[src/rtl/sample_framer_pkg.sv]
// sample_framer_pkg: shared state encoding and length-width helper for the sample framer.
package sample_framer_pkg;
   typedef enum logic {IDLE, ACTIVE} state_t;
   function automatic int len_w(input int max_len);
      return $clog2(max_len + 1);
   endfunction
endpackage

[src/rtl/framer_skid.sv]
// framer_skid: 2-entry register skid buffer with a registered ready; head entry drives the output.
module framer_skid #(
   parameter int W = 33
) (
   input  logic         clk,
   input  logic         reset,
   input  logic [W-1:0] in_data,
   input  logic         in_valid,
   output logic         in_ready,
   output logic [W-1:0] out_data,
   output logic         out_valid,
   input  logic         out_ready
);
   logic [W-1:0] head, tail;
   logic [1:0] fill, fill_next;
   logic push, pop;
   assign push = in_valid & in_ready;
   assign pop = out_valid & out_ready;
   assign out_valid = fill != 2'd0;
   assign out_data = head;
   assign fill_next = fill + {1'b0, push} - {1'b0, pop};
   // ready is computed from the post-edge fill so it is low exactly when both entries are held
   always_ff @(posedge clk or posedge reset)
      if (reset) begin
         head <= '0;
         tail <= '0;
         fill <= 2'd0;
         in_ready <= 1'b0;
      end else begin
         fill <= fill_next;
         in_ready <= fill_next != 2'd2;
         if (push && (fill == 2'd0 || pop))
            head <= in_data;
         else if (pop && fill == 2'd2)
            head <= tail;
         if (push && !pop && fill == 2'd1)
            tail <= in_data;
      end
endmodule

[src/rtl/sample_framer.sv]
// sample_framer: cuts an input sample stream into packets of a latched length, closing early on i_tlast.
module sample_framer import sample_framer_pkg::*; #(
   parameter  int WIDTH   = 32,
   parameter  int MAX_LEN = 4096,
   localparam int LEN_W   = len_w(MAX_LEN)
) (
   input  logic             clk,
   input  logic             reset,
   input  logic [LEN_W-1:0] len,
   input  logic [WIDTH-1:0] i_tdata,
   input  logic             i_tlast,
   input  logic             i_tvalid,
   output logic             i_tready,
   output logic [WIDTH-1:0] o_tdata,
   output logic             o_tlast,
   output logic             o_tvalid,
   input  logic             o_tready,
   output logic [15:0]      pkt_count,
   output logic             short_pkt,
   output logic             busy
);
   state_t state, state_next;
   logic [LEN_W-1:0] cnt, eff_len, eff, cur;
   logic accept, hit, close;
   assign accept = i_tvalid & i_tready;
   assign busy = state == ACTIVE;
   // in IDLE the length comes straight from len so the first sample uses the fresh value
   always_comb begin
      eff = (state == IDLE) ? ((len == '0 || len > LEN_W'(MAX_LEN)) ? LEN_W'(MAX_LEN) : len) : eff_len;
      cur = cnt + LEN_W'(1);
      hit = cur == eff;
      close = accept & (hit | i_tlast);
      state_next = close ? IDLE : (accept ? ACTIVE : state);
   end
   always_ff @(posedge clk or posedge reset)
      if (reset) begin
         state <= IDLE;
         cnt <= '0;
         eff_len <= '0;
         short_pkt <= 1'b0;
         pkt_count <= '0;
      end else begin
         state <= state_next;
         if (accept)
            cnt <= close ? '0 : cur;
         if (accept && state == IDLE)
            eff_len <= eff;
         short_pkt <= accept & i_tlast & ~hit;
         if (o_tvalid && o_tready && o_tlast)
            pkt_count <= pkt_count + 16'd1;
      end
   framer_skid #(.W(WIDTH + 1)) u_skid (
      .clk(clk),
      .reset(reset),
      .in_data({hit | i_tlast, i_tdata}),
      .in_valid(i_tvalid),
      .in_ready(i_tready),
      .out_data({o_tlast, o_tdata}),
      .out_valid(o_tvalid),
      .out_ready(o_tready)
   );
endmodule

[config.mk]
export PLATFORM = sky130hd
export DESIGN_NAME = sample_framer
export DESIGN_NICKNAME = d
export VERILOG_FILES = /design/src/rtl/sample_framer_pkg.sv /design/src/rtl/framer_skid.sv /design/src/rtl/sample_framer.sv
export SDC_FILE = /design/constraint.sdc
export NUM_CORES = 1
export LEC_CHECK = 0
export BUFFER_PORTS_ARGS = -buffer_cell sky130_fd_sc_hd__buf_2
export CAP_MARGIN = 40
export CORE_MARGIN = 5
export CORE_UTILIZATION = 58
export CTS_BUF_LIST = sky130_fd_sc_hd__clkbuf_2
export DETAILED_ROUTE_END_ITERATION = 8
export GPL_ROUTABILITY_DRIVEN = 0
export MAX_ROUTING_LAYER = met4
export PLACE_DENSITY = 0.79
export SYNTH_ARGS = -nofsm -noshare
export SYNTH_HDL_FRONTEND = slang
export SYNTH_HIERARCHICAL = 1
export SYNTH_SLANG_ARGS = --single-unit
[constraint.sdc]
create_clock -name clk -period 2.8 [get_ports clk]
set_clock_uncertainty 0.15 [all_clocks]
set_input_delay 0.56 -clock clk [delete_from_list [all_inputs] [get_ports clk]]
set_output_delay 0.56 -clock clk [all_outputs]
set_load 0.01 [all_outputs]
==> results_dict.tcl, run 1 <==
set metrics [dict create \
    synth_area_um2 5790 \
    cts_buffer_depth 2 \
    cp_slowest_cell "dfrtp_1" \
    path_clk_slew_ns 0.15 \
    ys_seq_area_frac 0.488 \
    drc 0 \
    overflow 0 \
    maxSlewHeadroom 0.481 \
    numClockSinks 113 \
    p_per_area_nw_per_um2 897 \
    critPathMostFrequentCell "buf_12" \
    antenna_found_initial 0 \
    synthFlopType "dfrtp_1" \
    register_area_um2 2830 \
    p_leak_uw 0.00336 \
    grt-busiest-layer "met2" \
    path_class "reg2reg" \
    hold_viol 0 \
    max_cap_viol_count 0 \
    cts_made_buffers 17 \
    diodes 0 \
    netlist-cell-type-count 56 \
    viasPerCell 5.39 \
    setup_viol 0 \
    final_cells 759 \
    wl_per_cell_um 16.5 \
    final_layout_size_suffix_gt1_frac 0.433 \
    place_area_um2 6460 \
    nNetsFinal 667 \
    synth_fp_nets 510 \
    multiInputGateArea_um2 2760 \
    cts-root-buf "clkbuf_2" \
    crit_path_start_kind "flip-flop" \
    nFillCells 692 \
    crit_chain "buf_12 -> or3b_1 -> a221o_1 -> nor4_2 -> o211ai_2 -> o31ai_4 -> buf_12 -> mux2_2" \
    min_path_type "in2reg" \
    cts_tree "yes" \
    crit_arrival_ns 3.07 \
    drt-pass1-iter-count 5 \
    clkLatencyLatePin_ns 0.64 \
    fmax_mhz 377 \
    cp_top_family "compound AO/OA/AOI/OAI gates" \
    final_common_cell "dfrtp_1" \
    ir_drop_mv 0.618 \
    wirelength_um 12500 \
    drt_iter0_drc 206 \
    grt_use_met2 0.388 \
    cts_max_level 4 \
    yosys_warnings 6 \
    final_cell_mix "dfrtp_1 (112), buf_2 (102), mux2_2 (70)" \
    dpl.hpwl_um 8090 \
    worst-path-buf-inv 2 \
    place_inst 683 \
    fin_total_pwr_uw 6410 \
    rsz0062_at_grt "no" \
    period_share 0.947 \
    tightestPinTransition_ns 0.775 \
    ys_seq_elements 113 \
    whs_ns 0.0716 \
    crit_fanout 34 \
    initial_core_util 0.592 \
    cp-end-kind "flip-flop" \
    outcome "complete, no violations" \
    async_flop_share 1.00 \
    grt_pass1_wl_um 20700 \
    stdcell_area_um2 7150 \
    grt.met1_usage 0.259 \
    drv_slew 0 \
    grt_pass1_vias 4380 \
    grt_max_degree 70 \
    die_area_um2 12100 \
    postSynthCellCount 457 \
    ios 103 \
    min_period_ns 2.65 \
    synth-edff-count 0 \
    grt_use_met3 0.0799 \
    rows 36 \
    syn_to_final_growth_pct 23.4 \
    vias 4094 \
    die_y_um 110 \
    port_buffers 102 \
    core_um2 9770 \
    worst_path_largest_cell_delay_ns 0.43 \
    postSynthAreaPerCell_um2 12.7 \
    final_util 0.731 \
    worst_ep_required_time_ns 3.22 \
    ant_nets 0 \
    die_x_um 110 \
    grt_usage 0.229 \
]
==> cell usage after synthesis (2+ instances only) <==
| library cell | n | area (um2) |
|---|---|---|
| dfrtp_1 | 113 | 2830 |
| mux2_2 | 70 | 788 |
| mux2_4 | 30 | 450 |
| nand2_1 | 29 | 109 |
| xnor2_1 | 28 | 245 |
| nor2_1 | 15 | 56.3 |
| xor2_1 | 12 | 105 |
| a22o_1 | 11 | 96.3 |
| and3_1 | 11 | 68.8 |
| a21oi_1 | 9 | 45.0 |
| a21oi_2 | 9 | 78.8 |
| nor3_1 | 9 | 45.0 |
| buf_6 | 8 | 90.1 |
| nand3_1 | 8 | 40.0 |
| nor3b_1 | 8 | 60.1 |
| buf_4 | 7 | 52.6 |
| clkbuf_1 | 7 | 26.3 |
| o21ai_0 | 6 | 30.0 |
| inv_1 | 5 | 18.8 |
| nand2b_1 | 5 | 31.3 |
| o21ai_1 | 5 | 25.0 |
| nand4_1 | 4 | 25.0 |
| nor4_1 | 4 | 25.0 |
| and2_1 | 3 | 18.8 |
| ha_1 | 3 | 37.5 |
| mux2i_1 | 3 | 30.0 |
| a21boi_1 | 2 | 15.0 |
| a21o_1 | 2 | 15.0 |
| nor2b_1 | 2 | 12.5 |
| o211ai_2 | 2 | 25.0 |
| or3b_1 | 2 | 17.5 |
==> cells by family (layout without fill, tap and decap cells) <==
logic type               after synthesis  after routing  synth area share
AND/OR/NAND/NOR                      111            111             0.108
adder cells (fa/ha/maj)                3              3           0.00648
AO/OA/AOI/OAI                         57             57            0.0774
flip-flops                           113            113             0.488
XOR/XNOR                              41             41            0.0644
multiplexers                         103            103             0.219
buffers and inverters                 29            198            0.0359
==> stage by stage <==
step	setup TNS (ns)	worst slack, ns
floorplan	0	0.154
global placement	0	0.00351
detailed placement	-0.231	-0.0439
CTS	0	0.0472
global route	0	0.0131
finish	0	0.149
==> worst paths after layout <==
check / start / depth (start not counted) / slack, ns / endpoint
setup / recovery: busy$_DFFE_PP0P_ / 8 / 0.15 / u_skid/tail[32]$_DFFE_PP0P_
hold / removal: len[4] / 3 / 0.07 / eff_len[4]$_DFFE_PP0P_
setup reg to reg: busy$_DFFE_PP0P_ / 8 / 0.15 / u_skid/tail[32]$_DFFE_PP0P_
hold reg to reg: pkt_count[15]$_DFFE_PP0P_ / 1 / 0.33 / pkt_count[15]$_DFFE_PP0P_
max in group asynchronous: reset / 4 / 1.59 / cnt[0]$_DFFE_PP0P_
min in group asynchronous: reset / 4 / 0.40 / u_skid/tail[2]$_DFFE_PP0P_
==> registers in the layout, summed over array words and instances (netlist names) <==
name             flops
u_skid/out_data     33
u_skid/tail         33
pkt_count           16
cnt                 13
eff_len             13
u_skid/fill          2
busy                 1
short_pkt            1
u_skid/in_ready      1
==> worst reg2reg max path, cell delays in order (launching register included) <==
cell and delay, ns:
dfrtp_1 0.43, buf_12 0.17, or3b_1 0.39, a221o_1 0.34, nor4_2 0.25, o211ai_2 0.18, o31ai_4 0.34, buf_12 0.19
mux2_2 0.16
==> cell type report <==
type / count / share of cell area
Multi-Input combinational cell: 315 / 0.386
Sequential cell: 113 / 0.396
Tap cell: 133 / 0.0233
Clock inverter: 12 / 0.0200
Inverter: 5 / 0.00263
Timing Repair Buffer: 162 / 0.159
Clock buffer: 19 / 0.0133
==> power by group <==
| group | leakage [uW] | switching, uW | internal (uW) |
|---|---|---|---|
| Combinational | 0.00179 | 1140 | 1520 |
| Sequential | 0.00142 | 393 | 2270 |
| Clock | 0.000148 | 605 | 491 |
| Total | 0.00336 | 2140 | 4270 |
==> what timing repair did <==
action | CTS | global route
hold buffers | 44 | 0
endpoints found under the hold margin | 188 | 0
resized for setup | 0 | 1
setup buffers | 0 | 1
endpoints found under the setup margin | 0 | 11
==> routing by layer <==
layer	vias up	routed length [um]
li1	1948	-
met1	2031	5200
met2	95	6450
met3	20	724
met4	0	165
met5	-	0
No activity file was read; power rests on OpenSTA's default activity.
==> run 2, diff against run 1 <==
MAX_ROUTING_LAYER = default   (was met4)
PLACE_DENSITY = 0.91   (was 0.79)
clock period = 2.5 ns   (was 2.8 ns; I/O delays follow)
==> results_dict.tcl, run 2 (synthesis gave the netlist of run 1 again) <==
set metrics [dict create \
    worst_ep_required_time_ns 2.89 \
    cts_tree "yes" \
    min_to "eff_len[11]$_DFFE_PP0P_" \
    p_leak_uw 0.00357 \
    crit_arrival_ns 3.11 \
    grt_max_degree 70 \
    finalSetupTns_ns -3.22 \
    core_um2 9770 \
    rsz0062_at_grt "yes" \
    maxSlewHeadroom 0.601 \
    hold_start "len[11]" \
    crit_fanout 7 \
    crit_path_start_kind "input port" \
    cts_max_level 4 \
    ir_drop_mv 0.768 \
    crit_chain "dlygate4sd3_1 -> buf_2 -> buf_4 -> nor4_1 -> and3_1 -> o31ai_1 -> xnor2_1 -> o21ai_4 -> o31ai_4 -> clkbuf_16 -> a21oi_2" \
    die_area_um2 12100 \
    nNetsFinal 702 \
    cts-root-buf "clkbuf_2" \
    cp_slowest_cell "dlygate4sd3_1" \
    vias 4537 \
    r2r_slack_ns -0.15 \
    fmax_mhz 367 \
    initial_core_util 0.592 \
    finalWorstSetupSlack_ns -0.224 \
    overflow 0 \
    final_cells 795 \
    hold_viol 0 \
    violations "setup timing" \
    whs_ns 0.0853 \
    worst-path-buf-inv 4 \
    r2r-start "busy$_DFFE_PP0P_" \
    drt-pass1-iter-count 5 \
    rows 36 \
    die_x_um 110 \
    viasPerCell 5.71 \
    ios 103 \
    max_cap_viol_count 0 \
    final_cell_mix "dfrtp_1 (111), buf_2 (102), mux2_2 (70)" \
    rr_worst_depth 12 \
    path_class "in2reg" \
    antenna_found_initial 0 \
    drv_slew 0 \
    timing.rr.end "cnt[3]$_DFFE_PP0P_" \
    cts_buffer_depth 2 \
    wl_per_cell_um 18.9 \
    cts_made_buffers 17 \
    worst_path_largest_cell_delay_ns 0.54 \
    hold_depth 3 \
    cp-end-kind "flip-flop" \
    grt_usage 0.258 \
    tightestPinTransition_ns 0.598 \
    final_common_cell "dfrtp_1" \
    path_clk_slew_ns 0.16 \
    min_period_ns 2.72 \
    drc 0 \
    outcome "finished, violations left" \
    grt_pass1_vias 4915 \
    port_buffers 102 \
    min_path_type "in2reg" \
    final_util 0.779 \
    syn_to_final_growth_pct 31.4 \
    cp_top_family "buffers and inverters" \
    drt_iter0_drc 232 \
    p_per_area_nw_per_um2 1020 \
    place_inst 710 \
    final_layout_size_suffix_gt1_frac 0.495 \
    nFillCells 571 \
    grt_pass1_wl_um 23800 \
    numClockSinks 113 \
    die_y_um 110 \
    diodes 0 \
    dpl.hpwl_um 9210 \
    wirelength_um 15000 \
    period_share 1.09 \
    clkLatencyLatePin_ns 0.67 \
    ant_nets 0 \
    setup_viol 17 \
]
[run 2: layout make-up]
cell class | count | area [um2] | share of cell area
Clock inverter | 14 | 190 | 0.0250
Sequential cell | 113 | 2830 | 0.372
Tap cell | 133 | 166 | 0.0219
Inverter | 5 | 18.8 | 0.00247
Timing Repair Buffer | 197 | 1440 | 0.190
Clock buffer | 18 | 90.1 | 0.0118
Multi-Input combinational cell | 315 | 2870 | 0.377
[run 2: how the worst max path moves through the flow]
stage,slack [ns],startpoint,cells after the start,to
2_1_floorplan,0.007,busy$_DFFE_PP0P_,8,u_skid/tail[32]$_DFFE_PP0P_
3_3_place_gp,-0.12,len[12],8,cnt[10]$_DFFE_PP0P_
3_5_place_dp,-0.32,len[12],8,cnt[10]$_DFFE_PP0P_
4_1_cts,-0.04,busy$_DFFE_PP0P_,8,u_skid/out_data[32]$_DFFE_PP0P_
5_1_grt,-0.28,busy$_DFFE_PP0P_,11,u_skid/out_data[32]$_DFFE_PP0P_
6_report,-0.22,len[8],11,cnt[3]$_DFFE_PP0P_
[run 2: layer usage]
metal  track usage  routed length (um)  vias to the layer above  part of all wire
met4         0.110                 445                        0             0.030
met3        0.0869                1070                       48             0.071
li1              -                   -                     2027                 -
met1         0.283                5710                     2260              0.38
met5             0                   0                        -                 0
met2         0.455                7810                      202              0.52
[run 2: metrics by stage]
stage          power, uW  setup slack, ns  area, um2
2_1_floorplan       5090          0.00708       5790
3_3_place_gp        5830           -0.117       6680
3_5_place_dp        6060           -0.316       6680
4_1_cts             7610          -0.0395       7490
5_1_grt             8180           -0.284       7610
6_report            7750           -0.224       7610
[run 2: worst register-to-register path, delay by kind of cell (launching register included)]
family,cells,cell delay [ns]
AOI/OAI and AO/OA,5,0.84
buffers and inverters,5,0.80
DFF,1,0.47
and+or+nand+nor,2,0.30
[run 2: what timing repair did]
| item | 4_1_cts | 5_1_grt |
|---|---|---|
| setup buffers | 5 | 3 |
| setup endpoints to repair | 16 | 26 |
| pin swaps | 2 | 10 |
| cloned | 0 | 1 |
| gates resized for setup | 11 | 17 |
| endpoints found under the hold margin | 156 | 0 |
| hold buffers | 44 | 0 |
[run 2: where the power goes]
group	switching (uW)	leakage [uW]	internal [uW]
Clock	730	0.000157	658
Combinational	1460	0.00200	1900
Sequential	470	0.00142	2540
==> run 3, diff against run 2 <==
CORE_ASPECT_RATIO = 0.5   (was default)
==> results_dict.tcl, run 3 (synthesis gave the netlist of run 1 again) <==
set metrics [dict create \
    hold_viol 0 \
    crit_chain "buf_6 -> or3b_4 -> a221o_1 -> nor4_2 -> o211ai_2 -> buf_4 -> buf_6 -> o311ai_2 -> o21ai_1" \
    place_inst 712 \
    drv_slew 0 \
    diodes 0 \
    grt_usage 0.223 \
    wl_per_cell_um 16.2 \
    worst_ep_required_time_ns 2.86 \
    core_um2 9600 \
    path_clk_slew_ns 0.17 \
    cp_slowest_cell "dfrtp_4" \
    final_util 0.776 \
    antenna_found_initial 0 \
    outcome "finished, violations left" \
    nNetsFinal 704 \
    final_common_cell "dfrtp_1" \
    place_area_um2 6630 \
    port_buffers 102 \
    p_leak_uw 0.00352 \
    setup_viol 15 \
    min_period_ns 2.63 \
    final_cells 798 \
    viasPerCell 5.31 \
    overflow 0 \
    cts_buffer_depth 2 \
    critPathMostFrequentCell "buf_6" \
    grt_max_degree 70 \
    period_share 1.05 \
    ir_drop_mv 0.554 \
    die_x_um 151 \
    fmax_mhz 381 \
    crit_arrival_ns 2.98 \
    die_area_um2 12200 \
    crit_fanout 7 \
    violations "setup timing" \
    ant_nets 0 \
    rsz0062_at_grt "yes" \
    path_class "reg2reg" \
    cts_tree "yes" \
    min_path_type "in2reg" \
    vias 4236 \
    wirelength_um 13000 \
    drc 0 \
    tightestPinTransition_ns 0.707 \
    cts_max_level 4 \
    syn_to_final_growth_pct 28.6 \
    initial_core_util 0.603 \
    r2r_slack_ns -0.13 \
    final_layout_size_suffix_gt1_frac 0.478 \
    clkLatencyLatePin_ns 0.61 \
    numClockSinks 113 \
    ios 103 \
    grt_pass1_wl_um 21500 \
    fin_total_pwr_uw 7270 \
    final_cell_mix "dfrtp_1 (111), buf_2 (102), mux2_2 (69)" \
    crit_path_start_kind "flip-flop" \
    preCtsSetupSlack_ns -0.227 \
    finalWorstSetupSlack_ns -0.127 \
    cts-root-buf "clkbuf_2" \
    cp-end-kind "flip-flop" \
    die_y_um 80.7 \
    worst_path_largest_cell_delay_ns 0.56 \
    maxSlewHeadroom 0.527 \
    drt_iter0_drc 187 \
    stdcell_area_um2 7450 \
    dpl.hpwl_um 8510 \
    p_per_area_nw_per_um2 976 \
    cts_made_buffers 17 \
    max_cap_viol_count 0 \
    grt_pass1_vias 4530 \
    rows 25 \
    drt-pass1-iter-count 5 \
]
run 3: changes by cell type in the layout (fill, tap and decap cells not counted), moves of 3 or more:
cell,change
clkinv_1,+3
clkinv_4,-4
buf_4,+4
buf_12,-5
o21ai_1,+3
buf_6,+4
run 3: worst paths after layout:
check | start | to | depth (start not counted)
worst max-delay path | busy$_DFFE_PP0P_ | cnt[10]$_DFFE_PP0P_ | 9
worst min-delay path | len[5] | eff_len[5]$_DFFE_PP0P_ | 3
worst max register to register | busy$_DFFE_PP0P_ | cnt[10]$_DFFE_PP0P_ | 9
worst min register to register | pkt_count[15]$_DFFE_PP0P_ | pkt_count[15]$_DFFE_PP0P_ | 1
max in group asynchronous | reset | busy$_DFFE_PP0P_ | 4
min in group asynchronous | reset | u_skid/out_data[6]$_DFFE_PP0P_ | 4
run 3: critical path, delay by kind of cell (launching register included):
family,cells,cell delay (ns)
AO/OA/AOI/OAI,4,0.85
flip-flops,1,0.56
AND/OR/NAND/NOR,2,0.54
buffers and inverters,3,0.43
run 3: metrics by stage:
| stage | TNS [ns] | hold WS, ns |
|---|---|---|
| 3_5_place_dp | -2.68 | 0.316 |
| 3_3_place_gp | -2.17 | 0.307 |
| 4_1_cts | -0.639 | 0.0224 |
| 5_1_grt | -2.75 | 0.0122 |
| 6_report | -1.07 | 0.0772 |
| 2_1_floorplan | 0 | 0.291 |
run 3: repair_timing:
item / in CTS / in global routing
endpoints found under the hold margin: 188 / 0
pin swaps: 14 / 5
setup buffers: 5 / 6
hold buffers: 44 / 0
endpoints found under the setup margin: 15 / 17
resized for setup: 15 / 9
cloned: 0 / 0
run 3: layout make-up:
| type | instances | area (um2) |
|---|---|---|
| Multi-Input combinational cell | 315 | 2830 |
| Inverter | 5 | 18.8 |
| Tap cell | 135 | 169 |
| Fill cell | 589 | 2160 |
| Timing Repair Buffer | 199 | 1390 |
| Clock buffer | 17 | 85.1 |
| Clock inverter | 14 | 124 |
| Sequential cell | 113 | 2830 |
run 3: routing by layer:
metal | GRT usage | wire (um) | share of wire | up-vias
met4 | 0.0579 | 140 | 0.011 | 0
met1 | 0.271 | 5420 | 0.42 | 2071
li1 | - | - | - | 2027
met3 | 0.0530 | 676 | 0.052 | 16
met2 | 0.402 | 6730 | 0.52 | 122
met5 | 0 | 0 | 0 | -
run 3: power breakdown:
part	internal, uW	switching (uW)
Clock	428	674
Combinational	1850	1330
Sequential	2540	443
Total	4820	2450
